[src/rtl/packet_downconverter_if.sv]
// rtl/packet_downconverter_if.sv - beat-in / word-out stream bundle for the packet downconverter
interface packet_downconverter_if #(
    parameter int INPUT_WIDTH  = 64,
    parameter int OUTPUT_WIDTH = 32,
    parameter int LEN_WIDTH    = 14
);
    logic                    ivalid;
    logic                    iready;
    logic                    isop;
    logic                    ieop;
    logic [2:0]              iresidual;
    logic [INPUT_WIDTH-1:0]  idata;
    logic                    ibad;
    logic                    ovalid;
    logic                    oready;
    logic                    osop;
    logic                    oeop;
    logic [1:0]              oresidual;
    logic [OUTPUT_WIDTH-1:0] odata;
    logic                    obad;
    logic [LEN_WIDTH-1:0]    oplen;
    logic                    ocpu_interrupt;

    modport slave (
        input  ivalid, isop, ieop, iresidual, idata, ibad, oready,
        output iready, ovalid, osop, oeop, oresidual, odata, obad, oplen, ocpu_interrupt
    );

    modport master (
        output ivalid, isop, ieop, iresidual, idata, ibad, oready,
        input  iready, ovalid, osop, oeop, oresidual, odata, obad, oplen, ocpu_interrupt
    );
endinterface

[src/rtl/packet_downconverter.sv]
// rtl/packet_downconverter.sv - 64-to-32 bit packet width reducer, upper half first
module packet_downconverter #(
    parameter int INPUT_WIDTH  = 64,
    parameter int OUTPUT_WIDTH = 32,
    parameter int LEN_WIDTH    = 14
) (
    input  logic                  iclk,
    input  logic                  irst_n,
    packet_downconverter_if.slave bus
);
    typedef enum logic [0:0] {S_IDLE = 1'b0, S_PKT = 1'b1} state_t;

    localparam logic [LEN_WIDTH:0] LEN_MAX = {1'b0, {LEN_WIDTH{1'b1}}};

    state_t                 state, state_nxt;
    logic [INPUT_WIDTH-1:0] hold_data;
    logic                   hold_sop, hold_eop, hold_bad;
    logic [2:0]             hold_res;
    logic                   half, hold_valid;
    logic [LEN_WIDTH-1:0]   byte_cnt;
    logic                   err_no_sop, err_sop_in_pkt;

    logic                   last_half, out_fire, in_fire;
    logic                   keep_beat, flag_no_sop, flag_sop_in_pkt;
    logic [2:0]             word_bytes;
    logic [LEN_WIDTH-1:0]   len_base, len_sat;
    logic [LEN_WIDTH:0]     len_sum;

    // A short EOP beat (1..4 bytes) ends on its upper word.
    assign last_half = half | (hold_eop & (hold_res >= 3'd1) & (hold_res <= 3'd4));
    assign out_fire  = hold_valid & bus.oready;
    assign in_fire   = bus.ivalid & bus.iready;

    assign bus.iready = ~hold_valid | (out_fire & last_half);
    assign bus.ovalid = hold_valid;
    assign bus.odata  = half ? hold_data[OUTPUT_WIDTH-1:0]
                             : hold_data[INPUT_WIDTH-1:OUTPUT_WIDTH];
    assign bus.osop   = hold_valid & hold_sop & ~half;
    assign bus.oeop   = hold_valid & hold_eop & last_half;
    assign bus.obad   = hold_bad & bus.oeop;
    assign bus.ocpu_interrupt = err_no_sop | err_sop_in_pkt;

    always_comb begin
        word_bytes = 3'd4;
        if (bus.oeop) begin
            if (!half)
                word_bytes = (hold_res == 3'd4) ? 3'd4 : hold_res;
            else
                word_bytes = (hold_res == 3'd0) ? 3'd4 : 3'(hold_res - 3'd4);
        end
    end

    // The first word of a packet restarts the count, so a packet cut short by a
    // stray SOP never leaks its bytes into the next length.
    always_comb begin
        len_base = bus.osop ? '0 : byte_cnt;
        len_sum  = {1'b0, len_base} + {{(LEN_WIDTH-2){1'b0}}, word_bytes};
        len_sat  = (len_sum > LEN_MAX) ? {LEN_WIDTH{1'b1}} : len_sum[LEN_WIDTH-1:0];
    end

    assign bus.oplen     = bus.oeop ? len_sat : '0;
    assign bus.oresidual = bus.oeop ? word_bytes[1:0] : 2'd0;

    always_ff @(posedge iclk) begin
        if (!irst_n)
            byte_cnt <= '0;
        else if (out_fire)
            byte_cnt <= bus.oeop ? '0 : len_sat;
    end

    always_ff @(posedge iclk) begin
        if (!irst_n) begin
            hold_data  <= '0;
            hold_sop   <= 1'b0;
            hold_eop   <= 1'b0;
            hold_bad   <= 1'b0;
            hold_res   <= 3'd0;
            half       <= 1'b0;
            hold_valid <= 1'b0;
        end else if (in_fire && keep_beat) begin
            hold_data  <= bus.idata;
            hold_sop   <= bus.isop;
            hold_eop   <= bus.ieop;
            hold_bad   <= bus.ibad;
            hold_res   <= bus.iresidual;
            half       <= 1'b0;
            hold_valid <= 1'b1;
        end else if (out_fire) begin
            if (last_half)
                hold_valid <= 1'b0;
            else
                half <= 1'b1;
        end
    end

    always_ff @(posedge iclk) begin
        if (!irst_n)
            state <= S_IDLE;
        else
            state <= state_nxt;
    end

    always_comb begin
        state_nxt = state;
        if (in_fire) begin
            case (state)
                S_IDLE:  if (bus.isop && !bus.ieop) state_nxt = S_PKT;
                S_PKT:   if (bus.ieop) state_nxt = S_IDLE;
                default: state_nxt = S_IDLE;
            endcase
        end
    end

    always_comb begin
        keep_beat       = 1'b1;
        flag_no_sop     = 1'b0;
        flag_sop_in_pkt = 1'b0;
        case (state)
            S_IDLE: begin
                keep_beat   = bus.isop;
                flag_no_sop = ~bus.isop;
            end
            S_PKT:   flag_sop_in_pkt = bus.isop;
            default: keep_beat = 1'b0;
        endcase
    end

    always_ff @(posedge iclk) begin
        if (!irst_n) begin
            err_no_sop     <= 1'b0;
            err_sop_in_pkt <= 1'b0;
        end else if (in_fire) begin
            if (flag_no_sop)     err_no_sop     <= 1'b1;
            if (flag_sop_in_pkt) err_sop_in_pkt <= 1'b1;
        end
    end

    property p_out_stable;
        @(posedge iclk) disable iff (!irst_n)
        (bus.ovalid && !bus.oready) |=>
            (bus.ovalid && $stable(bus.odata) && $stable(bus.osop) && $stable(bus.oeop)
             && $stable(bus.oresidual) && $stable(bus.oplen) && $stable(bus.obad));
    endproperty
    a_out_stable: assert property (p_out_stable);
endmodule

[src/flat_wrapper.sv]
// flat-port wrapper written by rule: the top's interface ports become plain ports
module packet_downconverter_flat 
#(
    parameter int INPUT_WIDTH  = 64,
    parameter int OUTPUT_WIDTH = 32,
    parameter int LEN_WIDTH    = 14
)
  (iclk, irst_n, bus_ivalid, bus_isop, bus_ieop, bus_iresidual, bus_idata, bus_ibad, bus_oready, bus_iready, bus_ovalid, bus_osop, bus_oeop, bus_oresidual, bus_odata, bus_obad, bus_oplen, bus_ocpu_interrupt);
  packet_downconverter_if #(.INPUT_WIDTH(INPUT_WIDTH), .OUTPUT_WIDTH(OUTPUT_WIDTH), .LEN_WIDTH(LEN_WIDTH)) bus_i ();
  input  logic iclk;
  input  logic irst_n;
  input wire logic [$bits(bus_i.ivalid)-1:0] bus_ivalid;
  input wire logic [$bits(bus_i.isop)-1:0] bus_isop;
  input wire logic [$bits(bus_i.ieop)-1:0] bus_ieop;
  input wire logic [$bits(bus_i.iresidual)-1:0] bus_iresidual;
  input wire logic [$bits(bus_i.idata)-1:0] bus_idata;
  input wire logic [$bits(bus_i.ibad)-1:0] bus_ibad;
  input wire logic [$bits(bus_i.oready)-1:0] bus_oready;
  output wire logic [$bits(bus_i.iready)-1:0] bus_iready;
  output wire logic [$bits(bus_i.ovalid)-1:0] bus_ovalid;
  output wire logic [$bits(bus_i.osop)-1:0] bus_osop;
  output wire logic [$bits(bus_i.oeop)-1:0] bus_oeop;
  output wire logic [$bits(bus_i.oresidual)-1:0] bus_oresidual;
  output wire logic [$bits(bus_i.odata)-1:0] bus_odata;
  output wire logic [$bits(bus_i.obad)-1:0] bus_obad;
  output wire logic [$bits(bus_i.oplen)-1:0] bus_oplen;
  output wire logic [$bits(bus_i.ocpu_interrupt)-1:0] bus_ocpu_interrupt;
  assign bus_i.ivalid = bus_ivalid;
  assign bus_i.isop = bus_isop;
  assign bus_i.ieop = bus_ieop;
  assign bus_i.iresidual = bus_iresidual;
  assign bus_i.idata = bus_idata;
  assign bus_i.ibad = bus_ibad;
  assign bus_i.oready = bus_oready;
  assign bus_iready = bus_i.iready;
  assign bus_ovalid = bus_i.ovalid;
  assign bus_osop = bus_i.osop;
  assign bus_oeop = bus_i.oeop;
  assign bus_oresidual = bus_i.oresidual;
  assign bus_odata = bus_i.odata;
  assign bus_obad = bus_i.obad;
  assign bus_oplen = bus_i.oplen;
  assign bus_ocpu_interrupt = bus_i.ocpu_interrupt;
  packet_downconverter #(.INPUT_WIDTH(INPUT_WIDTH), .OUTPUT_WIDTH(OUTPUT_WIDTH), .LEN_WIDTH(LEN_WIDTH)) u_core (.iclk(iclk), .irst_n(irst_n), .bus(bus_i));
endmodule
[config.mk]
export PLATFORM = sky130hd
export DESIGN_NAME = packet_downconverter_flat
export DESIGN_NICKNAME = d
export VERILOG_FILES = /design/src/rtl/packet_downconverter_if.sv /design/src/rtl/packet_downconverter.sv /design/src/flat_wrapper.sv
export SDC_FILE = /design/constraint.sdc
export NUM_CORES = 1
export LEC_CHECK = 0
export CORE_MARGIN = 4
export CORE_UTILIZATION = 45
export CTS_CLUSTER_SIZE = 25
export DETAILED_ROUTE_END_ITERATION = 16
export PLACE_DENSITY_LB_ADDON = 0.15
export SYNTH_ARGS = -nofsm -noshare
export SYNTH_HDL_FRONTEND = slang
export SYNTH_SLANG_ARGS = --single-unit
[constraint.sdc]
create_clock -name iclk -period 6.3 [get_ports iclk]
set_input_delay 1.26 -clock iclk [delete_from_list [all_inputs] [get_ports iclk]]
set_output_delay 1.26 -clock iclk [all_outputs]
set_load 0.01 [all_outputs]
Word level (Yosys, flattened, before mapping)
Index checks and enable logic that the tools add are counted.
{"block": "classes", "add_sub_neg": 2, "order_cmp": 3, "eq_ne": 1, "n_mux": 19, "bitwise": 19, "n_reduce_logical": 11}
{"operator": "14-bit 2-to-1 mux", "count": 4}
{"operator": "32-bit 2-to-1 mux", "count": 1}
{"operator": "14-bit by 3-bit adder with 15-bit output", "count": 1}
{"operator": "15-bit by 14-bit > comparator with 1-bit output, second input constant", "count": 1}
{"operator": "3-bit 2-to-1 mux", "count": 4}
{"operator": "1-bit bitwise AND", "count": 10}
{"operator": "1-bit 2-to-1 mux", "count": 8}
{"operator": "2-bit AND reduction", "count": 4}
{"operator": "1-bit NOT", "count": 6}
{"operator": "2-bit nonzero test", "count": 2}
{"operator": "3-bit == test, second input constant", "count": 1}
{"operator": "3-bit by 1-bit greater-or-equal comparator with 1-bit output, second input constant", "count": 1}
{"operator": "3-bit less-or-equal comparator, second input constant", "count": 1}
{"operator": "3-bit logical NOT", "count": 1}
{"operator": "1-bit OR", "count": 3}
{"operator": "3-bit subtractor, second input constant", "count": 1}
{"operator": "1-bit logical AND", "count": 2}
{"operator": "2-bit 2-to-1 mux", "count": 1}
{"operator": "1-bit case mux with 2 select lines", "count": 1}
{"operator": "2-bit OR reduction", "count": 1}
{"operator": "1-bit logical NOT", "count": 1}
{"block": "totals", "ff_bits": 89, "in_bits": 74, "out_inout_bits": 54}

Longest topological paths before layout
{"block": "logic_depth", "ltp_word": 10, "depth_mapped": 14}

Worst setup path before layout
No wires, ideal clock.
{"block": "synth_path", "path_kind": "register to output", "start": "register u_core.hold_valid (netlist: u_core.bus.ovalid)", "end": "output port bus_oplen[12]", "arrival_time_ns": 3.058, "path_slack_ns": 1.982, "path_stages_with_launch": 15, "cell_sequence": "dfxtp_1 -> buf_6 -> nand3b_2 -> clkbuf_1 -> clkbuf_1 -> and2_1 -> ha_1 -> inv_1 -> fa_1 -> nor2b_1 -> nor2_1 -> or3_1 -> buf_2 -> nor2b_1 -> nor3_1"}
{"block": "synth_between", "elab_chain_cells": 7, "elab_cells_between_ends": 10, "classes_between": "add/sub (1); order compare (1); mux (4); bitwise (4)"}
{"item": "start, declared", "line_no": "packet_downconverter.sv:19", "rtl": "logic half, hold_valid;"}
{"item": "start signal, assigned", "line_no": "packet_downconverter.sv:79", "rtl": "hold_valid <= 1'b0;"}
{"item": "start signal, assigned", "line_no": "packet_downconverter.sv:87", "rtl": "hold_valid <= 1'b1;"}
{"item": "start signal, assigned", "line_no": "packet_downconverter.sv:90", "rtl": "hold_valid <= 1'b0;"}
{"item": "1-bit bitwise AND (on tied branches) (2 in a row)", "line_no": "packet_downconverter.sv:38, packet_downconverter.sv:39"}
{"item": "14-bit 2-to-1 mux / 3-bit 2-to-1 mux (equally long branches)", "line_no": "packet_downconverter.sv:56, packet_downconverter.sv:45"}
{"item": "14-bit by 3-bit adder with 15-bit output", "line_no": "packet_downconverter.sv:57", "rtl": "len_sum = {1'b0, len_base} + {{(LEN_WIDTH-2){1'b0}}, word_bytes};"}
{"item": "15-bit by 14-bit > comparator with 1-bit output", "line_no": "packet_downconverter.sv:58", "rtl": "len_sat = (len_sum > LEN_MAX) ? {LEN_WIDTH{1'b1}} : len_sum[LEN_WIDTH-1:0];"}
{"item": "14-bit 2-to-1 mux", "line_no": "packet_downconverter.sv:58"}
{"item": "14-bit 2-to-1 mux (*)", "line_no": "packet_downconverter.sv:61", "rtl": "assign bus.oplen = bus.oeop ? len_sat : '0;"}
{"item": "end, declared", "line_no": "flat_wrapper.sv:26", "rtl": "output wire logic [$bits(bus_i.oplen)-1:0] bus_oplen;"}
Mark *: on every way between the ends. The rest lies on a longest branch, timed or not.

Worst setup path in the final report
{"block": "layout_path", "start": "register u_core.half", "end": "output port bus_oplen[13]"}
{"block": "layout_between", "elab_chain_cells": 7, "elab_cells_between_ends": 11, "classes_between": "add/sub (1); order compare (1); mux (5); bitwise (4)"}
{"item": "start, declared", "line_no": "packet_downconverter.sv:19"}
{"item": "start signal, assigned", "line_no": "packet_downconverter.sv:78", "rtl": "half <= 1'b0;"}
{"item": "start signal, assigned", "line_no": "packet_downconverter.sv:86", "rtl": "half <= 1'b0;"}
{"item": "start signal, assigned", "line_no": "packet_downconverter.sv:92", "rtl": "half <= 1'b1;"}
{"item": "1-bit OR / 1-bit NOT (equally long branches)", "line_no": "packet_downconverter.sv:30, packet_downconverter.sv:38"}
{"item": "1-bit bitwise AND (on tied branches)", "line_no": "packet_downconverter.sv:39, packet_downconverter.sv:38"}
{"item": "3-bit 2-to-1 mux / 14-bit 2-to-1 mux (equally long branches)", "line_no": "packet_downconverter.sv:45, packet_downconverter.sv:56"}
{"item": "14-bit by 3-bit adder with 15-bit output", "line_no": "packet_downconverter.sv:57"}
{"item": "15-bit by 14-bit > comparator with 1-bit output", "line_no": "packet_downconverter.sv:58"}
{"item": "14-bit 2-to-1 mux", "line_no": "packet_downconverter.sv:58"}
{"item": "14-bit 2-to-1 mux (*)", "line_no": "packet_downconverter.sv:61"}
Marked as above.

==> flow_summary.ini <==
[run_status]
status = completed

[drt]
ant_nets = 0
viasPerCell = 5.31
num_vias = 4086
wl_per_cell_um = 14.8
post-route-drc-count = 0
wirelength_um = 11400
drt-initial-drc-count = 184
dr.pass1.iters = 4

[grt]
grt_pass1_vias = 4123
antenna_found_initial = 0
gr-total-overflow = 0
grt.total_usage_pct = 20.8
grt_pass1_wl_um = 19100
grt_max_degree = 80

[sta]
slew_violations = 0
fin_crit_ns = 5.72
fmax_mhz = 175
fin_crit_sh_pct = 90.8
setup_tns_ns = 0
setup_viol = 0
worst_pin_slew_ns = 0.831
hold_viol_final = 0
skew_ns = 0.0140
rsz0062_at_grt = false
slew_headroom_pct = 44.6

[setup_path]
rr_worst_depth = 11
crit_path_start_kind = flip-flop
max_stage_delay_ns = 0.63
end_kind = output pin
regToRegSetupSlack_ns = 2.60
critical_path_class = reg2out
cp_data_required_time_ns = 5.04
endpoint = bus_oplen[13]
arrival_ns = 4.46
crit_family = simple AND/OR/NAND/NOR gates
cp_cell_sequence = or4_1 > o211a_1 > nand2_1 > inv_1 > nand2_1 > inv_1 > ha_1 > nand3_1 > and2_1 > nor4b_1 > o211ai_1 > a31oi_1 > clkdlybuf4s50_1
crit_path_top_delay_cell = nor4b_1
crit_cells = 13
startpoint = u_core.half$_SDFFE_PP0P_
crit_buf_inv = 3
rr_startpoint = u_core.half$_SDFFE_PP0P_
cp_max_fo = 22
r2r-end = u_core.byte_cnt[2]$_SDFFE_PN0P_

[die]
core-area_mm2 = 0.00920
initial_core_util_pct = 45.9
fp.dieW_um = 105
top_level_ports = 128
die_h_um = 105
die-area_mm2 = 0.0110
rows = 35

[logic_synthesis]
syn_nets = 626
syn-cell-area_mm2 = 0.00422
syn_avg_cell_area_um2 = 7.71
yosysWarnings = 0
synth_edf_count = 0
synth_top_flop_cell = dfxtp_1
ys_ff_latch = 89
syn_inst = 548
seq_area_frac_synth_pct = 42.2
synth-async-reset-ratio_pct = 0
yosys.cell_types.count = 49

[clock_tree]
cts_tree = built
holdBufCountCts = 0
insertion_delay_ns = 0.34
cts_buffers = 9
ctsLongestPathBuffers = 2
post_cts_buffers = 0
cts_root_buffer = clkbuf_8
cts_resized = 0
cts_sinks = 89
clk_pin_slew_ns = 0.08
ctsHtreeMaxLevel = 3

[placed_design]
postPlaceCellArea_mm2 = 0.00554
routabilityCongestion = 0.876
place_hpwl_um = 8000
port-buffer-count = 127

[cells_and_area]
nets = 732
area_delta_synth_final_pct = 35.7
drive_above_1_share_pct = 9.27
diodes = 0
final_area_mm2 = 0.00573

[min_path]
hp-start = u_core.hold_data[10]$_SDFFE_PN0P_
hold_class = reg2reg
hold_depth = 2

[power_and_ir_drop]
ir_worst_vdd_mv = 0.125
p_leak_nw = 2.08
netSwitchingPower_mw = 0.314
internal-power_mw = 0.882
comb_power_share_pct = 17.0
switching_share_pct = 26.2
p_per_area_mw_per_mm2 = 209
p_seq_share_pct = 51.1
clock_power_share_pct = 31.9

[run]
drv_cap = 0
## worst min path at each step
stage                                        end  slack, ns
3_5_place_dp   u_core.hold_data[10]$_SDFFE_PN0P_       0.44
3_3_place_gp     u_core.byte_cnt[2]$_SDFFE_PN0P_       0.44
2_1_floorplan    u_core.byte_cnt[2]$_SDFFE_PN0P_       0.43
5_1_grt        u_core.hold_data[28]$_SDFFE_PN0P_       0.48
6_report       u_core.hold_data[10]$_SDFFE_PN0P_       0.45
4_1_cts        u_core.hold_data[10]$_SDFFE_PN0P_       0.46
## power by group through the flow
stage / sequential, mW / combinational (mW) / clock, mW
2_1_floorplan: 0.616 / 0.108 / 0
3_3_place_gp: 0.622 / 0.202 / 0
3_5_place_dp: 0.624 / 0.205 / 0
4_1_cts: 0.611 / 0.206 / 0.392
5_1_grt: 0.615 / 0.225 / 0.408
6_report: 0.611 / 0.204 / 0.382
## registers in the layout (all words and copies together) (netlist names)
| signal | count |
|---|---|
| u_core.err_no_sop | 1 |
| u_core.hold_data | 64 |
| u_core.hold_sop | 1 |
| u_core.hold_bad | 1 |
| u_core.state | 1 |
| u_core.byte_cnt | 14 |
| u_core.err_sop_in_pkt | 1 |
| u_core.half | 1 |
| u_core.bus.ovalid | 1 |
| u_core.hold_eop | 1 |
| u_core.hold_res | 3 |
## cell usage in the layout, fill, tap and decap left out, types with 4 or more instances in the layout
master	n
a21oi_1	92
a31oi_1	8
and3_1	6
buf_4	6
clkbuf_8	9
clkdlybuf4s50_1	127
dfxtp_1	88
inv_1	10
mux2_2	32
nand2_1	162
nand3_1	4
nor2_1	21
nor3_1	8
o21ai_0	14
xnor2_1	5
xor2_1	4
## synth_stat cells, types with 2 or more instances
cell type    n  share of area, %
a211oi_1     2              0.36
a21oi_1     92                11
a31oi_1      8               1.2
a41oi_1      2              0.41
and2_1       3              0.44
and3_1       6              0.89
buf_2        4              0.47
clkbuf_1    32               2.8
dfxtp_1     89                42
ha_1         3              0.89
inv_1       10              0.89
inv_2        2              0.18
mux2_2      32               8.5
nand2_1    162                14
nand2b_1     3              0.44
nand3_1      4              0.47
nand4_1      3              0.44
nand4b_1     2              0.41
nor2_1      21               1.9
nor2b_1      2              0.30
nor3_1       8              0.95
nor4_1       2              0.30
nor4b_1      2              0.41
o211ai_1     2              0.36
o21a_1       3              0.53
o21ai_0     14               1.7
o22ai_1      2              0.30
or2_2        2              0.30
or3_1        3              0.44
or4_1        2              0.36
xnor2_1      5               1.0
xor2_1       4              0.83
## kinds of logic (layout without fill, tap and decap cells)
family                     count (synthesis)  in the layout  synth area share (%)
AOI/OAI and AO/OA                        136            136                  18.2
muxes                                     32             32                  8.53
xor gates and xnor gates                   9              9                  1.87
adders and majority gates                  4              4                  1.36
buffers and inverters                     50            160                  4.74
DFF                                       89             89                  42.2
and+or+nand+nor                          228            228                  23.1
## per-stage QoR
stage | hold WS [ns] | setup WS, ns | total power, mW | utilization [%] | instances
2_1_floorplan | 0.427 | 1.98 | 0.724 | - | 548
3_3_place_gp | 0.439 | 1.13 | 0.824 | 60.3 | 754
3_5_place_dp | 0.444 | 0.927 | 0.829 | 60.3 | 754
4_1_cts | 0.456 | 0.547 | 1.21 | 62.3 | 769
5_1_grt | 0.475 | 0.222 | 1.25 | 62.3 | 769
6_report | 0.454 | 0.582 | 1.20 | 62.3 | 769
## routing by layer
layer	track usage, %	wire length [µm]	part of all wire, %
met4	5.25	116	1.0
met3	4.88	766	6.7
met1	26.9	5020	44
met2	35.1	5480	48
met5	0	0	0
## cell type report
type	instances	area (µm²)
Clock buffer	11	131
Clock inverter	4	53.8
Fill cell	855	3470
Inverter	12	45.0
Multi-Input combinational cell	409	2260
Sequential cell	89	1780
Tap cell	111	139
Timing Repair Buffer	133	1320
## worst register-to-register path: cells and delay by family (launching register included)
kind	cells	cell delay, ns
AND/OR/NAND/NOR	6	1.57
AO/OA/AOI/OAI	3	0.71
buffers and inverters	1	0.26
flip-flops	1	0.63
adder cells (fa/ha/maj)	1	0.47
Note: power is estimated with default switching activity, not from simulation.
==> RTL change 1: new RTL, config.mk and constraints unchanged <==
Make the reset (`irst_n`) asynchronous in 4 clocked blocks.
--- a/src/rtl/packet_downconverter.sv
+++ b/src/rtl/packet_downconverter.sv
@@ -61,14 +61,14 @@
     assign bus.oplen     = bus.oeop ? len_sat : '0;
     assign bus.oresidual = bus.oeop ? word_bytes[1:0] : 2'd0;
 
-    always_ff @(posedge iclk) begin
+    always_ff @(posedge iclk or negedge irst_n) begin
         if (!irst_n)
             byte_cnt <= '0;
         else if (out_fire)
             byte_cnt <= bus.oeop ? '0 : len_sat;
     end
 
-    always_ff @(posedge iclk) begin
+    always_ff @(posedge iclk or negedge irst_n) begin
         if (!irst_n) begin
             hold_data  <= '0;
             hold_sop   <= 1'b0;
@@ -93,7 +93,7 @@
         end
     end
 
-    always_ff @(posedge iclk) begin
+    always_ff @(posedge iclk or negedge irst_n) begin
         if (!irst_n)
             state <= S_IDLE;
         else
@@ -125,7 +125,7 @@
         endcase
     end
 
-    always_ff @(posedge iclk) begin
+    always_ff @(posedge iclk or negedge irst_n) begin
         if (!irst_n) begin
             err_no_sop     <= 1'b0;
             err_sop_in_pkt <= 1'b0;
Function: differs if irst_n is asserted again (counterexample within 4 cycles, from zero or initial values and one cycle with irst_n low); with irst_n held inactive, the same outputs for 4 cycles.
==> RTL change 1 against the original RTL <==
- routed wire length is 4.6% lower
- die area is 13% higher
- largest cell class unchanged
- worst setup slack worse by 0.063 ns
- critical path type unchanged
- count of clock-buffer cells in the layout is 1 lower
- fmax is 1.1% lower
- non-clock buffer count is 2 lower
- synthesized area is 14% higher
- sequential cell count stayed put
- cell area is 11% higher
Power is not compared: it rests on default switching activity, and its combinational part moved more than twofold at a synthesized area within 25%.
==> RTL change 1: results (changes against the original RTL) <==
| Metric | Value |
|---|---|
| R2R setup slack | 2.53 ns (-0.07 ns) |
| Cells after DPL | 627 (-17%) |
| Critical path arrival | 4.52 ns (+0.06 ns) |
| DPL Wire Length | 7480 microns (-6.5%) |
| Hold worst-path end | u_core.err_no_sop |
| Seq pwr share | about a third |
| Top layer in use | met4 |
| Grt met1 use | 23.4% (-3.5 points) |
| Avg Vias per Cell | 5.28 (-0.69%) |
| Routed len/inst | 16.9 microns (+14%) |
| Top post-synthesis cells by area | dfrtp_1 (46%), mux2_4 (21%), mux2_2 (8.0%) |
| Regs by FF count | u_core.hold_data: 64 flops, u_core.byte_cnt: 14 flops, u_core.hold_res: 3 flops |
| Met3 Usage GRT | 5.11% (+0.23 points) |
| Met2 WL | 5200 microns (-5.0%) |
| Fraction of layout cells with a size suffix above 1 | 26.6% (+17 points) |
| Final period util | 91.8% (+1.0 points) |
| Met3 Wirelength | 685 microns (-11%) |
| Top cell types by occurrence after synthesis | dfrtp_1 (89), mux2_4 (68), mux2_2 (34) |
| Pleak | 2.71 nW |
| Max FO, Critical Path | 36 (+64%) |
| FFs w/ async S/R, synth | 100% (+100 points) |
| First-pass GRT wire length | 18300 microns (-4.2%) |
| Post-place setup slack | 0.917 ns (-0.0103 ns) |
| Drt pass-1 iters | 4 (unchanged) |
| Reg2reg path depth | 11 (unchanged) |
| DRT iter0 DRCs | 162 (-12%) |
| CP endpoint | bus_oplen[7] |
| CP max stage cell | a21oi_1 |
| Met2 GRT Util | 29.8% (-5.4 points) |
| GPL Wtd Cong | 0.853 (-2.6%) |
| Clk buf depth | 2 (unchanged) |
| Via count | 3393 (-17%) |
| Clk_lat worst skew | 0.36 ns (+0.02 ns) |
| Status | finished, final reports clean |
| Sequential area share after synthesis | 46.3% (+4.1 points) |
| Largest net degree at the start of global routing | 73 (-8.8%) |
| Net count after synthesis | 462 (-26%) |
| Worst r2r dst | u_core.byte_cnt[7] |
| CTS Buf Count | 9 (unchanged) |
| Clock transition at path regs | 0.10 ns (+0.02 ns) |
| Synthesized area per cell | 12.5 sq um (+63%) |
| Dpl cell area | 6130 sq um (+11%) |
| Wl on met1 | 4870 microns (-3.1%) |
| Nets | 580 (-21%) |
| GRT Overall Usage | 18.0% (-2.9 points) |
| Crit path from | u_core.half |
| Hold depth | 1 (-1) |
| Min-delay src | u_core.err_no_sop |
| Synth cell types | 48 (-2.0%) |
| Worst-Margin Slew | 1.08 ns (+0.249 ns) |
| Clk_skew | 0.0141 ns (+0.0000883 ns) |
| Worst hold margin | 0.458 ns (+0.00371 ns) |
| Vias in the first global route | 3702 (-10%) |
## RTL change 1: cell types whose count changed after synthesis, moves of 5 or more
cell and change:
nand2_1 -144, dfrtp_1 +89, dfxtp_1 -89, mux2_4 +68
a21oi_1 -60, clkbuf_1 -22, buf_6 +9, and2_1 +7
nand3_1 +6, nor2_1 -5
## RTL change 1: area by class of cell
type | count | area (sq um)
multi-input cells | 261 | 2390
flip-flops and latches | 89 | 2230
well taps | 136 | 170
repair buffers | 131 | 1310
clock buffers | 10 | 138
fillers | 875 | 4030
clock inverters | 6 | 72.6
inverters | 10 | 37.5
## RTL change 1: cells by family after synthesis
family          share of synthesized area (%)
xor+xnor                                 1.46
mux                                      29.2
compound gates                           9.36
buf+inv                                  4.29
simple gates                             8.27
fa+ha+maj                                1.20
flops                                    46.3
==> RTL change 2: new RTL, config.mk and constraints unchanged <==
Without the edit above. `LEN_WIDTH` is set to 14 in 3 places; all go to 7.
--- a/src/rtl/packet_downconverter_if.sv
+++ b/src/rtl/packet_downconverter_if.sv
@@ -2,7 +2,7 @@
 interface packet_downconverter_if #(
     parameter int INPUT_WIDTH  = 64,
     parameter int OUTPUT_WIDTH = 32,
-    parameter int LEN_WIDTH    = 14
+    parameter int LEN_WIDTH    = 7
 );
     logic                    ivalid;
     logic                    iready;
--- a/src/rtl/packet_downconverter.sv
+++ b/src/rtl/packet_downconverter.sv
@@ -2,7 +2,7 @@
 module packet_downconverter #(
     parameter int INPUT_WIDTH  = 64,
     parameter int OUTPUT_WIDTH = 32,
-    parameter int LEN_WIDTH    = 14
+    parameter int LEN_WIDTH    = 7
 ) (
     input  logic                  iclk,
     input  logic                  irst_n,
--- a/src/flat_wrapper.sv
+++ b/src/flat_wrapper.sv
@@ -3,7 +3,7 @@
 #(
     parameter int INPUT_WIDTH  = 64,
     parameter int OUTPUT_WIDTH = 32,
-    parameter int LEN_WIDTH    = 14
+    parameter int LEN_WIDTH    = 7
 )
   (iclk, irst_n, bus_ivalid, bus_isop, bus_ieop, bus_iresidual, bus_idata, bus_ibad, bus_oready, bus_iready, bus_ovalid, bus_osop, bus_oeop, bus_oresidual, bus_odata, bus_obad, bus_oplen, bus_ocpu_interrupt);
   packet_downconverter_if #(.INPUT_WIDTH(INPUT_WIDTH), .OUTPUT_WIDTH(OUTPUT_WIDTH), .LEN_WIDTH(LEN_WIDTH)) bus_i ();
Ports: changed (resized bus_oplen); port bits go from 128 to 121. The function was not compared with the original's and may differ.
==> RTL change 2 against the original RTL <==
- via count down 17%
- power up 1.8%
- synthesized area down 2.1%
- sequential power down 6.1%
- register-to-register slack better by 0.61 ns
- routed wire length down 15%
- sequential cell count down 7
- cell area down 4.0%
- worst setup slack better by 0.76 ns
- highest routed layer unchanged
==> RTL change 2: results (changes against the original RTL) <==
| Metric | Value |
|---|---|
| GPL Wtd Cong | 0.878 (+0.33%) |
| Net count after synthesis | 531 (-15%) |
| Switch Pwr | 318 uW (+1.6%) |
| Status | finished, final reports clean |
| H-Tree Depth | 3 (unchanged) |
| Largest net degree at the start of global routing | 88 (+10%) |
| Clock group | 396 uW (+4%) |
| First-pass GRT wire length | 16500 microns (-14%) |
| Max FO, Critical Path | 9 (-59%) |
| Nets | 636 (-13%) |
| Pleak | 2.14 nW (+3.0%) |
| Fraction of layout cells with a size suffix above 1 | 10.7% (+1.4 points) |
| Combinational logic power | 248 uW (+22%) |
| Routed len/inst | 14.4 microns (-2.7%) |
| Vias in the first global route | 3555 (-14%) |
| Max VDD drop | 0.138 mV (+10%) |
| CP top delay family | compound AO/OA/AOI/OAI gates |
| Worst r2r dst | u_core.byte_cnt[6] |
| R2R setup slack | 3.21 ns (+0.61 ns) |
| Synth cell types | 53 (+8.2%) |
| Top post-synthesis cells by area | dfxtp_1 (40%), mux2i_1 (17%), nand2_1 (14%) |
| Hold worst-path end | u_core.hold_data[10] |
| Reg2reg path depth | 12 (+1) |
| Critical path arrival | 3.70 ns (-0.76 ns) |
| P_int | 899 uW (+1.9%) |
| I/O Buffers | 120 (-5.5%) |
| CP peak stage delay | 0.58 ns (-0.05 ns) |
| DRT iter0 DRCs | 95 (-48%) |
| CP max stage cell | clkdlybuf4s50_1 |
| Clk_skew | 0.0105 ns (-0.00345 ns) |
| Regs by FF count | u_core.hold_data: 64 flops, u_core.byte_cnt: 7 flops, u_core.hold_res: 3 flops |
| Sequential area share after synthesis | 39.7% (-2.5 points) |
| DPL Wire Length | 6780 microns (-15%) |
| Avg Vias per Cell | 5.07 (-4.5%) |
| Slew HR | 46.5% (+2.0 points) |
| GRT Overall Usage | 17.9% (-2.9 points) |
| Top cell types by occurrence after synthesis | nand2_1 (151), dfxtp_1 (82), mux2i_1 (71) |
| Worst reg2reg startpoint | u_core.hold_res[0] |
RTL change 2: area by class of cell:
type	count	area (sq um)
Clock buffer	11	151
Timing Repair Buffer	123	1230
Fill cell	766	3350
Clock inverter	5	62.6
Multi-Input combinational cell	333	2240
Inverter	9	33.8
Sequential cell	82	1640
Tap cell	108	135
RTL change 2: per-layer routing:
metal | share of wire (%) | vias to the layer above | track usage (%)
met3 | 5.6 | 9 | 5.40
met4 | 1.1 | 0 | 4.37
li1 | - | 1733 | -
met2 | 50 | 76 | 31.8
met5 | 0 | - | 0
met1 | 43 | 1587 | 21.1
RTL change 2: through the flow:
stage | setup WS (ns) | hold slack [ns] | instance area, sq um | std cells
after floorplan | 2.35 | 0.417 | 4140 | 453
after global placement | 1.79 | 0.434 | 5290 | 655
after detailed placement | 1.70 | 0.440 | 5290 | 655
after CTS | 1.34 | 0.460 | 5500 | 671
after global routing | 1.06 | 0.472 | 5500 | 671
final | 1.34 | 0.453 | 5500 | 671
RTL change 2: worst max path at each step:
stage                                  start      endpoint  slack [ns]  cells past startpoint
after global routing      u_core.hold_res[0]  bus_oplen[3]        1.06                     11
after detailed placement  u_core.hold_res[0]  bus_oplen[3]        1.70                     11
after floorplan                  u_core.half  bus_oplen[6]        2.35                     13
after global placement    u_core.hold_res[0]  bus_oplen[3]        1.79                     11
final                     u_core.hold_res[0]  bus_oplen[3]        1.34                     11
after CTS                 u_core.hold_res[0]  bus_oplen[3]        1.34                     11
RTL change 2: cell families after synthesis:
| family | share of synthesized area [%] |
|---|---|
| muxes | 25.9 |
| DFF | 39.7 |
| buffers and inverters | 6.29 |
| and+or+nand+nor | 19.2 |
| xor gates and xnor gates | 0.636 |
| adders and majority gates | 1.39 |
| AOI/OAI and AO/OA | 6.84 |
